$ cat config.mk
export PLATFORM = sky130hd
export DESIGN_NAME = sram_ctrl
export DESIGN_NICKNAME = d
export VERILOG_FILES = /design/src/rtl/sram_ctrl_pkg.sv /design/src/rtl/sram_ctrl_rsp_fifo.sv /design/src/rtl/sram_ctrl.sv
export SDC_FILE = /design/constraint.sdc
export NUM_CORES = 1
export LEC_CHECK = 0
export ABC_AREA = 1
export CORE_ASPECT_RATIO = 0.9
export CORE_UTILIZATION = 40
export DETAILED_ROUTE_END_ITERATION = 10
export PLACE_DENSITY = 0.83
export SYNTH_ARGS = -nofsm -noshare
export SYNTH_HDL_FRONTEND = slang
export SYNTH_HIERARCHICAL = 1
export SYNTH_SLANG_ARGS = --single-unit
$ cat constraint.sdc
create_clock -name CLK -period 1.6 [get_ports CLK]
set_input_delay 0.16 -clock CLK [delete_from_list [all_inputs] [get_ports CLK]]
set_output_delay 0.16 -clock CLK [all_outputs]
set_load 0.05 [all_outputs]
$ cat src/rtl/sram_ctrl_pkg.sv
// Shared constants and helpers for the sram request/response controller.
package sram_ctrl_pkg;

   // Response buffer depth: one slot for the capture in progress, one for the stalled head.
   localparam int unsigned RSP_DEPTH = 2;
   localparam int unsigned RSP_OCC_W = $clog2(RSP_DEPTH + 1);

   // Expand one byte-enable into the eight bit-enables of its byte lane.
   function automatic logic [7:0] expand_byte(input logic byte_en);
      return {8{byte_en}};
   endfunction

endpackage

$ cat src/rtl/sram_ctrl_rsp_fifo.sv
// Small registered FIFO holding read responses captured from the sram Q pins.
module sram_ctrl_rsp_fifo
   import sram_ctrl_pkg::*;
#(
   parameter int unsigned WIDTH = 32,
   parameter int unsigned DEPTH = RSP_DEPTH
) (
   input  logic                         CLK,
   input  logic                         RSTN,
   input  logic                         push,
   input  logic [WIDTH-1:0]             wdata,
   input  logic                         pop,
   output logic [WIDTH-1:0]             rdata,
   output logic                         vld,
   output logic [$clog2(DEPTH+1)-1:0]   occ
);

   localparam int unsigned PTR_W = (DEPTH > 1) ? $clog2(DEPTH) : 1;
   localparam int unsigned OCC_W = $clog2(DEPTH + 1);

   logic [WIDTH-1:0] mem_q [DEPTH];
   logic [PTR_W-1:0] rd_ptr_q, rd_ptr_d;
   logic [PTR_W-1:0] wr_ptr_q, wr_ptr_d;
   logic [OCC_W-1:0] occ_q, occ_d;
   logic             pop_eff;

   // Popping an empty buffer is a no-op.
   assign pop_eff = pop & (occ_q != '0);

   // Pointer wrap and occupancy bookkeeping.
   always_comb begin
      rd_ptr_d = rd_ptr_q;
      wr_ptr_d = wr_ptr_q;
      occ_d    = occ_q;
      if (push) begin
         wr_ptr_d = (wr_ptr_q == PTR_W'(DEPTH - 1)) ? '0 : wr_ptr_q + PTR_W'(1);
      end
      if (pop_eff) begin
         rd_ptr_d = (rd_ptr_q == PTR_W'(DEPTH - 1)) ? '0 : rd_ptr_q + PTR_W'(1);
      end
      unique case ({push, pop_eff})
         2'b10:   occ_d = occ_q + OCC_W'(1);
         2'b01:   occ_d = occ_q - OCC_W'(1);
         default: occ_d = occ_q;
      endcase
   end

   // Pointer and occupancy state; reset empties the buffer.
   always_ff @(posedge CLK or negedge RSTN) begin
      if (!RSTN) begin
         rd_ptr_q <= '0;
         wr_ptr_q <= '0;
         occ_q    <= '0;
      end else begin
         rd_ptr_q <= rd_ptr_d;
         wr_ptr_q <= wr_ptr_d;
         occ_q    <= occ_d;
      end
   end

   // Storage; cleared on reset so the head never shows stale data.
   always_ff @(posedge CLK or negedge RSTN) begin
      if (!RSTN) begin
         for (int i = 0; i < int'(DEPTH); i++) begin
            mem_q[i] <= '0;
         end
      end else if (push) begin
         mem_q[wr_ptr_q] <= wdata;
      end
   end

   assign rdata = mem_q[rd_ptr_q];
   assign vld   = (occ_q != '0);
   assign occ   = occ_q;

   // The controller only issues a read when a slot is guaranteed for its capture.
   a_no_push_full : assert property (@(posedge CLK) disable iff (!RSTN)
      push |-> (occ_q < OCC_W'(DEPTH)));

endmodule

$ cat src/rtl/sram_ctrl.sv
// Request-side controller for a single-port sram macro with a buffered read response path.
module sram_ctrl
   import sram_ctrl_pkg::*;
#(
   parameter int unsigned DATA_WIDTH = 32,  // multiple of 8
   parameter int unsigned ADDR_WIDTH = 10
) (
   input  logic                    CLK,
   input  logic                    RSTN,
   input  logic                    req_vld,
   output logic                    req_rdy,
   input  logic                    req_wr,
   input  logic [ADDR_WIDTH-1:0]   req_addr,
   input  logic [DATA_WIDTH-1:0]   req_wdata,
   input  logic [DATA_WIDTH/8-1:0] req_wmask,
   output logic                    rsp_vld,
   input  logic                    rsp_rdy,
   output logic [DATA_WIDTH-1:0]   rsp_rdata,
   output logic [ADDR_WIDTH-1:0]   A,
   output logic [DATA_WIDTH-1:0]   D,
   output logic [DATA_WIDTH-1:0]   WEN,
   input  logic [DATA_WIDTH-1:0]   Q
);

   localparam int unsigned NBYTES = DATA_WIDTH / 8;
   localparam int unsigned UW     = RSP_OCC_W + 1;

   logic                  inflight_q;
   logic                  read_fire;
   logic                  write_fire;
   logic                  pop;
   logic                  read_ok;
   logic [RSP_OCC_W-1:0]  occ;
   logic [UW-1:0]         used;
   logic [DATA_WIDTH-1:0] wen_lanes;

   assign A = req_addr;
   assign D = req_wdata;

   // A read may issue only if its capture next cycle is sure to find a free slot,
   // counting the slot freed by a pop this cycle (keeps 1 read/cycle with rsp_rdy=1).
   assign pop     = rsp_vld & rsp_rdy;
   assign used    = UW'(occ) + UW'(inflight_q);
   assign read_ok = used < (UW'(RSP_DEPTH) + UW'(pop));

   // Writes need no buffer slot; nothing is accepted while reset is asserted.
   assign req_rdy    = RSTN & (req_wr | read_ok);
   assign write_fire = req_vld & req_rdy & req_wr;
   assign read_fire  = req_vld & req_rdy & ~req_wr;

   for (genvar g = 0; g < int'(NBYTES); g++) begin : g_lane
      assign wen_lanes[g*8 +: 8] = expand_byte(req_wmask[g]);
   end

   assign WEN = write_fire ? wen_lanes : '0;

   // Marks the cycle in which the macro presents Q for the read issued last cycle.
   always_ff @(posedge CLK or negedge RSTN) begin
      if (!RSTN) begin
         inflight_q <= 1'b0;
      end else begin
         inflight_q <= read_fire;
      end
   end

   // Q is not held by the macro, so it is pushed unconditionally in the capture cycle.
   sram_ctrl_rsp_fifo #(
      .WIDTH (DATA_WIDTH),
      .DEPTH (RSP_DEPTH)
   ) u_rsp_fifo (
      .CLK   (CLK),
      .RSTN  (RSTN),
      .push  (inflight_q),
      .wdata (Q),
      .pop   (pop),
      .rdata (rsp_rdata),
      .vld   (rsp_vld),
      .occ   (occ)
   );

endmodule
# ---- Word-level counts from Yosys, hierarchy flattened
# Index checks and enable logic that the tools add are counted.
dict set report classes {
  n_addsub 6
  magnitude_cmp 4
  n_eq_ne 2
  muxes 10
  bitwise 10
  reduce_logical 3
}
# operator n
set ops {}
lappend ops {{$mux W32} 5}
lappend ops {{$bwmux W64} 1}
lappend ops {{$demux W32 S1} 1}
lappend ops {{$and A1 B1 Y1} 6}
lappend ops {{$ge A2 B2 Y1 const B} 2}
lappend ops {{$not A1 Y2} 2}
lappend ops {{$pmux W2 S2} 1}
lappend ops {{$reduce_bool A2 Y1} 2}
lappend ops {{$add A2 B1 Y3} 1}
lappend ops {{$add A2 B1 Y3 const A} 1}
lappend ops {{$lt A3 B3 Y1} 1}
lappend ops {{$add A1 B1 Y1 const B} 2}
lappend ops {{$add A2 B1 Y2 const B} 1}
lappend ops {{$eq A2 B1 Y1 const B} 1}
lappend ops {{$eq A2 B2 Y1 const B} 1}
lappend ops {{$lt A2 B1 Y1 const B} 1}
lappend ops {{$mux W1} 2}
lappend ops {{$sub A2 B1 Y2 const B} 1}
lappend ops {{$logic_and A1 B1 Y1} 1}
lappend ops {{$not A1 Y1} 1}
lappend ops {{$or A1 B1 Y1} 1}
dict set report totals {
  regBits 69
  output_inout_bits 108
  wordCells 41
}

# ---- Depth between registers and ports, before layout
# Gate-level depths: netlist (run 1).
dict set report logic_depth {
  depth_word 9
  mapped_depth 12
}

# ---- Cells and area by module
# Netlist (run 1), hierarchy kept.
# module n_inst cells_each area_each_um2
set modules_own_cells {}
lappend modules_own_cells {sram_ctrl_rsp_fifo 1 368 3064.2}
lappend modules_own_cells {sram_ctrl 1 91 656.9}

# ---- Worst setup path before layout (run 1)
# OpenSTA, ideal clock, no wires.
dict set report synth_path {
  path_kind {reg2reg}
  startpoint {register u_rsp_fifo.occ_q[0], in the netlist u_rsp_fifo/occ[0]}
  endpoint {register u_rsp_fifo.occ_q[1], in the netlist u_rsp_fifo/occ[1]}
  setup_ns 0.117
  arrival_time_ns 1.656
  path_slack_ns -0.173
  path_stages_with_launch 12
  path_buffers 0
  cell_sequence {dfrtp_1 -> inv_1 -> nand2_1 -> nand2_1 -> inv_1 -> nand2_1 -> inv_1 -> ha_1 -> inv_1 -> nand3_1 -> nand2_1 -> nand2_1}
}
dict set report synth_via {
  elab_chain_cells 5
  word_cells_on_any_way 9
  classes_between {add/sub: 2; eq/ne: 2; mux: 1; bitwise: 2; reduce/logical: 2}
}
# item line
set synth_lines {}
lappend synth_lines {{start, declared} sram_ctrl_rsp_fifo.sv:24} ;# logic [OCC_W-1:0] occ_q, occ_d;
lappend synth_lines {{start signal, assigned} sram_ctrl_rsp_fifo.sv:53} ;# occ_q <= '0;
lappend synth_lines {{start signal, assigned} sram_ctrl_rsp_fifo.sv:57} ;# occ_q <= occ_d;
lappend synth_lines {{$reduce_bool A2 Y1 *} sram_ctrl_rsp_fifo.sv:73} ;# assign vld = (occ_q != '0);
lappend synth_lines {{named net rsp_vld} sram_ctrl.sv:16} ;# output logic rsp_vld,
lappend synth_lines {{$and A1 B1 Y1 *} sram_ctrl.sv:42} ;# assign pop = rsp_vld & rsp_rdy;
lappend synth_lines {{named net pop} sram_ctrl.sv:31} ;# logic pop;
lappend synth_lines {{$and A1 B1 Y1 *} sram_ctrl_rsp_fifo.sv:28} ;# assign pop_eff = pop & (occ_q != '0);
lappend synth_lines {{named net u_rsp_fifo.pop_eff} sram_ctrl_rsp_fifo.sv:25} ;# logic pop_eff;
lappend synth_lines {{$eq A2 B1 Y1 or $eq A2 B2 Y1 (tied branches)} sram_ctrl_rsp_fifo.sv:41} ;# unique case ({push, pop_eff})
lappend synth_lines {{$pmux W2 S2 or $reduce_bool A2 Y1 (tied branches)} n/a}
# The timed path passes the listed nets; every way through them passes the cells marked *.
# A chain may end at the register's enable or synchronous reset.

# ---- Worst setup path after layout (run 1)
dict set report layout_path {
  startpoint {register inflight_q}
  endpoint {output port req_rdy}
}
dict set report layout_via {
  elab_chain_cells 4
}
# item line
set layout_lines {}
lappend layout_lines {{start, declared} sram_ctrl.sv:28} ;# logic inflight_q;
lappend layout_lines {{start signal, assigned} sram_ctrl.sv:62} ;# inflight_q <= read_fire;
lappend layout_lines {{$add A2 B1 Y3} sram_ctrl.sv:43} ;# assign used = UW'(occ) + UW'(inflight_q);
lappend layout_lines {{$lt A3 B3 Y1} sram_ctrl.sv:44} ;# assign read_ok = used < (UW'(RSP_DEPTH) + UW'(pop));
lappend layout_lines {{$or A1 B1 Y1} sram_ctrl.sv:47} ;# assign req_rdy = RSTN & (req_wr | read_ok);
lappend layout_lines {{$and A1 B1 Y1} sram_ctrl.sv:47}
lappend layout_lines {{end, declared} sram_ctrl.sv:11} ;# output logic req_rdy,
# No other way between the ends.

==> run_summary.xml, run 1 <==
<?xml version="1.0" encoding="UTF-8"?>
<metrics>
  <group name="global_routing">
    <metric name="grt_usage" unit="%">18.7</metric>
    <metric name="grt_max_degree" unit="">70</metric>
    <metric name="grt_pass1_vias" unit="">2965</metric>
    <metric name="grt.overflow.total" unit="">0</metric>
    <metric name="grt_pass1_wl" unit="mm">14.4</metric>
    <metric name="grt_antenna_before_repair" unit="">0</metric>
  </group>
  <group name="route">
    <metric name="detailedRoute.firstPassIterationCount" unit="">4</metric>
    <metric name="via_count" unit="">2974</metric>
    <metric name="drt-wirelength-per-cell" unit="um">15.0</metric>
    <metric name="postRouteAntennaNets" unit="">0</metric>
    <metric name="drc" unit="">0</metric>
    <metric name="iteration_0_drc_count_of_the_detailed_router" unit="">141</metric>
    <metric name="routed_via_density" unit="">4.65</metric>
    <metric name="routed_wl" unit="mm">9.61</metric>
  </group>
  <group name="die">
    <metric name="coreArea" unit="um^2">9080</metric>
    <metric name="floorplan.die_area" unit="um^2">9690</metric>
    <metric name="die_w" unit="um">104</metric>
    <metric name="die-height" unit="um">93.5</metric>
    <metric name="fp-row-count" unit="">33</metric>
    <metric name="top_level_ports" unit="">191</metric>
    <metric name="initial_core_util" unit="%">41.0</metric>
  </group>
  <group name="timing">
    <metric name="report.final.slew_viol_count" unit="">0</metric>
    <metric name="max_fclk" unit="MHz">567</metric>
    <metric name="fin_setup_tns" unit="ns">-0.165</metric>
    <metric name="worstMarginPinSlew" unit="ns">0.862</metric>
    <metric name="worst_slew_margin_rel" unit="%">42.5</metric>
    <metric name="final_hold_viol_count" unit="">0</metric>
    <metric name="fin_worst_hold_slack" unit="ns">0.0517</metric>
    <metric name="setup_slack" unit="ns">-0.165</metric>
    <metric name="min_period_over_period" unit="%">110</metric>
    <metric name="grt_setup_unrepaired" unit="">true</metric>
    <metric name="setup_viol" unit="">1</metric>
    <metric name="skew_final" unit="ns">0.0152</metric>
    <metric name="finalWorstPathRequiredPeriod" unit="ns">1.76</metric>
  </group>
  <group name="pwr">
    <metric name="clock_power_share" unit="%">12.1</metric>
    <metric name="power_report.internal_total" unit="mW">6.15</metric>
    <metric name="netSwitchingPower" unit="mW">5.76</metric>
    <metric name="pwr-share-seq" unit="%">26.3</metric>
    <metric name="ir_drop" unit="uV">1630</metric>
    <metric name="logic_gate_share_of_total_power" unit="%">61.6</metric>
    <metric name="switching_share" unit="%">48.3</metric>
    <metric name="power_density" unit="nW/um^2">2260</metric>
    <metric name="power_leakage" unit="nW">2.65</metric>
    <metric name="p_total" unit="mW">11.9</metric>
  </group>
  <group name="setup_path">
    <metric name="critical_path.slowest_cell" unit="">dfrtp_1</metric>
    <metric name="critPathMostFrequentCell" unit="">ha_4</metric>
    <metric name="crit-reg2reg-capture" unit="">inflight_q</metric>
    <metric name="crit_buf_inv" unit="">1</metric>
    <metric name="crit_path_end_kind" unit="">output port</metric>
    <metric name="timing.reg2reg.worst_path_depth" unit="">9</metric>
    <metric name="critical_path_class" unit="">reg2out</metric>
    <metric name="reg2reg_setup_slack" unit="ns">0</metric>
    <metric name="crit_arrival" unit="ns">1.60</metric>
    <metric name="required_time_reported_for_the_critical_path_endpoint" unit="ns">1.44</metric>
    <metric name="path_delay_family" unit="">flip-flops</metric>
    <metric name="critPathLaunchType" unit="">flip-flop</metric>
    <metric name="critPathMaxFanout" unit="">2</metric>
    <metric name="critical_path.cell_chain" unit="">ha_4, ha_4, a21oi_4, o21a_1, buf_12</metric>
    <metric name="r2r_start" unit="">inflight_q</metric>
    <metric name="cpPeakStageDelay" unit="ns">0.42</metric>
  </group>
  <group name="cells_and_area">
    <metric name="finish.utilization" unit="%">58.0</metric>
    <metric name="layout.cells.non_filler" unit="">639</metric>
    <metric name="antennaDiodeCount" unit="">0</metric>
    <metric name="net_count_of_the_finished_layout" unit="">598</metric>
    <metric name="drive_above_1_share" unit="%">30.2</metric>
    <metric name="mostFrequentLayoutCell" unit="">nand2_1</metric>
    <metric name="n_fill_cell" unit="">781</metric>
    <metric name="synthesis_to_finish_area_growth" unit="%">41.7</metric>
    <metric name="layout_common_cells" unit="">nand2_1 (164), dfrtp_1 (68), inv_1 (41)</metric>
  </group>
  <group name="clock_network">
    <metric name="clockRootBuffer" unit="">clkbuf_8</metric>
    <metric name="tritoncts" unit="">yes</metric>
    <metric name="cts-hold-fix-buffers" unit="">0</metric>
    <metric name="htree_levels" unit="">3</metric>
    <metric name="clock_tree_sinks" unit="">69</metric>
    <metric name="clock_latency" unit="ns">0.34</metric>
    <metric name="cts-buffers-inserted" unit="">9</metric>
    <metric name="cts_buffer_depth" unit="">2</metric>
    <metric name="cts.clk_slew.worst_paths" unit="ns">0.08</metric>
  </group>
  <group name="yosys">
    <metric name="netlist_area" unit="um^2">3720</metric>
    <metric name="synth.area.top_cells" unit="">dfrtp_1 (46%), nand2_1 (17%), buf_4 (14%)</metric>
    <metric name="seq_area_frac_synth" unit="%">46.4</metric>
    <metric name="synth.area.mux_share" unit="%">0</metric>
    <metric name="synthesis.instances" unit="">459</metric>
    <metric name="syn_area_per_cell" unit="um^2">8.11</metric>
    <metric name="synth-compound-area-share" unit="%">11.4</metric>
    <metric name="ys_seq_elements" unit="">69</metric>
    <metric name="synth_top_area_share" unit="%">46.4</metric>
    <metric name="netlist.top_cell.by_area" unit="">dfrtp_1</metric>
    <metric name="synth_cell_types" unit="">19</metric>
    <metric name="synthesis.yosys.warnings" unit="">6</metric>
    <metric name="synth_top_family_by_area" unit="">buffers and inverters</metric>
    <metric name="syn-num-nets" unit="">545</metric>
    <metric name="post_synth_and_or_nand_nor_area_fraction" unit="%">18.8</metric>
    <metric name="adder_and_majority_gate_portion_of_the_synthesized_area" unit="%">1.01</metric>
    <metric name="synth_xor_area_share" unit="%">0.235</metric>
  </group>
  <group name="place">
    <metric name="routabilityCongestion" unit="">0.687</metric>
    <metric name="place_inst" unit="">611</metric>
    <metric name="dp_hpwl" unit="mm">6.05</metric>
    <metric name="numPortBuffers" unit="">106</metric>
  </group>
  <group name="run_status">
    <metric name="run_status" unit="">finished with violations</metric>
    <metric name="failing_checks" unit="">setup timing</metric>
  </group>
  <group name="min_path">
    <metric name="hold_path.class" unit="">in2async</metric>
  </group>
  <group name="run">
    <metric name="drv.max_cap_violation_count" unit="">0</metric>
  </group>
</metrics>
==> cells by family after synthesis <==
group	count (synthesis)
and+or+nand+nor	183
AOI/OAI and AO/OA	66
buffers and inverters	137
DFF	69
adders and majority gates	3
xor gates and xnor gates	1
==> area by class of cell <==
class / instances / area [um^2] / area share, %
well taps: 122 / 153 / 2.90
inverters: 47 / 181 / 3.44
clock buffers: 9 / 124 / 2.35
repair buffers: 132 / 1760 / 33.3
flip-flops and latches: 69 / 1730 / 32.8
multi-input cells: 253 / 1250 / 23.7
clock inverters: 7 / 81.3 / 1.54
==> synth_stat cells, drive strengths merged <==
cell,count
nand3,4
buf,79
ha,3
o21ai,64
dfrtp,69
inv,47
or2,1
nand4,2
clkbuf,11
nor2,4
xnor2,1
a21oi,1
nand2,172
o21a,1
==> metal layers <==
| metal | share of wire, % | track usage, % |
|---|---|---|
| met4 | 2.6 | 8.45 |
| met2 | 55 | 34.7 |
| met3 | 4.3 | 4.39 |
| met5 | 0 | 0 |
| met1 | 38 | 20.5 |
==> repair_timing <==
item | CTS | global route
cloned | 0 | 5
setup buffers | 5 | 2
pin swaps | 4 | 4
endpoints found under the setup margin | 37 | 56
resized for setup | 9 | 49
==> worst max path at each step <==
| stage | cells after the start | startpoint | slack [ns] | to |
|---|---|---|---|---|
| after detailed placement | 5 | req_wr | 0.002 | WEN[0] |
| after CTS | 5 | u_rsp_fifo/occ[0] | -0.17 | req_rdy |
| after global placement | 5 | req_wr | 0.08 | WEN[1] |
| after floorplan | 3 | req_wr | -0.07 | WEN[10] |
| after global routing | 5 | inflight_q | -0.24 | req_rdy |
| final | 5 | inflight_q | -0.16 | req_rdy |
==> metrics by stage <==
| stage | setup WS [ns] | area [um^2] |
|---|---|---|
| after floorplan | -0.0666 | 3720 |
| after global placement | 0.0757 | 4690 |
| after detailed placement | 0.00180 | 4690 |
| after CTS | -0.169 | 4980 |
| after global routing | -0.244 | 5270 |
| final | -0.165 | 5270 |
==> power groups by stage <==
stage	logic (mW)	registers [mW]	clock network, mW
3_5_place_dp	6.12	3.12	0
5_1_grt	7.83	3.23	1.55
2_1_floorplan	4.59	2.99	0
3_3_place_gp	5.97	3.05	0
4_1_cts	6.32	3.10	1.49
6_report	7.33	3.14	1.44
==> flip-flops by register name, indices dropped and copies added (netlist names) <==
register	cells
inflight_q	1
u_rsp_fifo/mem_q	64
u_rsp_fifo/occ	2
u_rsp_fifo/rd_ptr_q	1
u_rsp_fifo/wr_ptr_q	1
No activity file was read; power rests on OpenSTA's default activity.
==> inputs of run 2 (changes only) <==
--- a/config.mk
+++ b/config.mk
@@ -9,7 +9,9 @@
 export CORE_ASPECT_RATIO = 0.9
 export CORE_UTILIZATION = 40
 export DETAILED_ROUTE_END_ITERATION = 10
+export GPL_ROUTABILITY_DRIVEN = 0
 export PLACE_DENSITY = 0.83
+export SKIP_LAST_GASP = 1
 export SYNTH_ARGS = -nofsm -noshare
 export SYNTH_HDL_FRONTEND = slang
 export SYNTH_HIERARCHICAL = 1
==> run 2 against run 1 <==
The flow still finishes with violations (setup timing). Final area is 1.1% lower. Die area unchanged. Global-route usage fell by 0.14 points. Total power shrank 2.0%. Setup slack better by 0.0066 ns. Core utilization shrank 0.62 points. Sequential power barely moved. Flip-flop and latch count unchanged. Sequential share of layout area up 0.35 points. Critical path depth did not move. Wire length decreased by 0.47%. Combinational power decreased by 3.1%. Critical path type unchanged. Critical endpoint unchanged. Largest cell class is now flip-flops and latches. Largest power group unchanged.
==> run_summary.xml, run 2 (synthesis gave the netlist of run 1 again) <==
<?xml version="1.0" encoding="UTF-8"?>
<metrics>
  <group name="global_routing">
    <metric name="grt.overflow.total" unit="">0</metric>
    <metric name="grt_pass1_vias" unit="">2956</metric>
    <metric name="grt_max_degree" unit="">70</metric>
    <metric name="grt_usage" unit="%">18.6</metric>
    <metric name="grt_antenna_before_repair" unit="">0</metric>
    <metric name="grt_pass1_wl" unit="mm">14.3</metric>
  </group>
  <group name="cells_and_area">
    <metric name="register_ranked_first_by_flip_flop_count" unit="">u_rsp_fifo/mem_q</metric>
    <metric name="net_count_of_the_finished_layout" unit="">598</metric>
    <metric name="finish.utilization" unit="%">57.4</metric>
    <metric name="multiInputGateArea" unit="um^2">1250</metric>
    <metric name="largest_reg_flops" unit="">64</metric>
    <metric name="antennaDiodeCount" unit="">0</metric>
    <metric name="mostFrequentLayoutCell" unit="">nand2_1</metric>
    <metric name="n_fill_cell" unit="">795</metric>
    <metric name="drive_above_1_share" unit="%">30.2</metric>
    <metric name="synthesis_to_finish_area_growth" unit="%">40.2</metric>
    <metric name="layout_common_cells" unit="">nand2_1 (164), dfrtp_1 (68), inv_1 (41)</metric>
    <metric name="register_area" unit="um^2">1730</metric>
  </group>
  <group name="die">
    <metric name="die_w" unit="um">104</metric>
    <metric name="fp-row-count" unit="">33</metric>
    <metric name="floorplan.die_area" unit="um^2">9690</metric>
    <metric name="top_level_ports" unit="">191</metric>
    <metric name="coreArea" unit="um^2">9080</metric>
    <metric name="die-height" unit="um">93.5</metric>
    <metric name="initial_core_util" unit="%">41.0</metric>
  </group>
  <group name="route">
    <metric name="iteration_0_drc_count_of_the_detailed_router" unit="">132</metric>
    <metric name="detailedRoute.firstPassIterationCount" unit="">4</metric>
    <metric name="drt-wirelength-per-cell" unit="um">15.0</metric>
    <metric name="via_count" unit="">2949</metric>
    <metric name="routed_wl" unit="mm">9.57</metric>
    <metric name="postRouteAntennaNets" unit="">0</metric>
    <metric name="routed_via_density" unit="">4.62</metric>
    <metric name="drc" unit="">0</metric>
  </group>
  <group name="pwr">
    <metric name="netSwitchingPower" unit="mW">5.70</metric>
    <metric name="p_total" unit="mW">11.7</metric>
    <metric name="power_density" unit="nW/um^2">2240</metric>
    <metric name="logic_gate_share_of_total_power" unit="%">60.8</metric>
    <metric name="power_leakage" unit="nW">2.64</metric>
    <metric name="pwr-share-seq" unit="%">26.8</metric>
    <metric name="switching_share" unit="%">48.8</metric>
    <metric name="clock_power_share" unit="%">12.3</metric>
    <metric name="power_report.internal_total" unit="mW">5.98</metric>
    <metric name="ir_drop" unit="uV">1580</metric>
  </group>
  <group name="timing">
    <metric name="report.final.slew_viol_count" unit="">0</metric>
    <metric name="worstMarginPinSlew" unit="ns">0.876</metric>
    <metric name="worst_slew_margin_rel" unit="%">41.6</metric>
    <metric name="final_hold_viol_count" unit="">0</metric>
    <metric name="max_fclk" unit="MHz">569</metric>
    <metric name="setup_slack" unit="ns">-0.158</metric>
    <metric name="grt_setup_unrepaired" unit="">true</metric>
    <metric name="setup_viol" unit="">1</metric>
    <metric name="finalWorstPathRequiredPeriod" unit="ns">1.76</metric>
    <metric name="skew_final" unit="ns">0.0141</metric>
    <metric name="min_period_over_period" unit="%">110</metric>
  </group>
  <group name="clock_network">
    <metric name="tritoncts" unit="">yes</metric>
    <metric name="clock_latency" unit="ns">0.33</metric>
    <metric name="clockRootBuffer" unit="">clkbuf_8</metric>
    <metric name="cts-buffers-inserted" unit="">9</metric>
    <metric name="cts.clk_slew.worst_paths" unit="ns">0.08</metric>
    <metric name="cts-hold-fix-buffers" unit="">0</metric>
    <metric name="htree_levels" unit="">3</metric>
    <metric name="cts_buffer_depth" unit="">2</metric>
    <metric name="clock_tree_sinks" unit="">69</metric>
  </group>
  <group name="run">
    <metric name="drv.max_cap_violation_count" unit="">0</metric>
  </group>
  <group name="setup_path">
    <metric name="crit_arrival" unit="ns">1.60</metric>
    <metric name="timing.reg2reg.worst_path_depth" unit="">9</metric>
    <metric name="critPathLaunchType" unit="">flip-flop</metric>
    <metric name="required_time_reported_for_the_critical_path_endpoint" unit="ns">1.44</metric>
    <metric name="critPathMaxFanout" unit="">2</metric>
    <metric name="critical_path_class" unit="">reg2out</metric>
    <metric name="crit_path_end_kind" unit="">output port</metric>
  </group>
  <group name="run_status">
    <metric name="failing_checks" unit="">setup timing</metric>
    <metric name="run_status" unit="">finished with violations</metric>
  </group>
  <group name="place">
    <metric name="numPortBuffers" unit="">106</metric>
    <metric name="dp_hpwl" unit="mm">6.05</metric>
  </group>
  <group name="min_path">
    <metric name="hold_path.class" unit="">in2async</metric>
  </group>
</metrics>
==> run 2: cell counts in the layout (fill, tap and decap cells not counted) <==
No cell type changed its count.
==> run 2: final cells by class <==
type / count / share of cell area, %
Sequential cell: 69 / 33.1
Timing Repair Buffer: 132 / 32.6
Multi-Input combinational cell: 253 / 23.9
Inverter: 47 / 3.48
Tap cell: 122 / 2.93
Clock buffer: 9 / 2.37
Clock inverter: 7 / 1.56
==> run 2: power groups by stage <==
stage	sequential (mW)	combinational [mW]	clock [mW]
final	3.13	7.10	1.44
after global routing	3.23	7.59	1.55
after CTS	3.10	6.29	1.49
after detailed placement	3.12	6.12	0
after global placement	3.05	5.97	0
after floorplan	2.99	4.59	0
==> run 2: what timing repair did <==
item,in CTS,in global routing
setup endpoints to repair,37,57
resized for setup,7,36
buffers inserted,5,2
pin swaps,4,4
gates cloned,0,5
==> run 2: layer usage <==
layer | wire length [um] | global-route usage (%) | vias to the layer above | share of wire (%)
met2 | 5180 | 34.3 | 81 | 54
met3 | 435 | 4.39 | 36 | 4.5
met5 | 0 | 0 | - | 0
met1 | 3700 | 20.6 | 1398 | 39
met4 | 246 | 8.21 | 0 | 2.6
li1 | - | - | 1434 | -
==> run 2: path summary, 6_finish.rpt <==
kind / startpoint / to / slack [ns]
max: inflight_q / req_rdy / -0.16
min: RSTN / u_rsp_fifo/rd_ptr_q / 0.05
max reg2reg: inflight_q / inflight_q / 0.01
min reg2reg: u_rsp_fifo/mem_q[36] / u_rsp_fifo/mem_q[36] / 0.49
max in group asynchronous: RSTN / u_rsp_fifo/mem_q[30] / 0.95
min in group CLK: RSTN / inflight_q / 0.12
==> run 2: through the flow <==
stage | hold slack, ns | worst slack, ns | setup TNS, ns | cells | cell area [um^2]
6_report | 0.0495 | -0.158 | -0.158 | 639 | 5220
2_1_floorplan | -0.136 | -0.0666 | -1.87 | 459 | 3720
3_3_place_gp | 0.320 | 0.0757 | 0 | 611 | 4690
4_1_cts | 0.0968 | -0.169 | -0.245 | 632 | 4970
3_5_place_dp | 0.320 | 0.00180 | 0 | 611 | 4690
5_1_grt | 0.122 | -0.244 | -0.774 | 639 | 5220
==> run 2: critical path, stage by stage, from the launching register on <==
cell and delay [ns]:
dfrtp_1 0.42, ha_4 0.19, ha_4 0.21, a21oi_4 0.14, o21a_1 0.17, buf_12 0.14
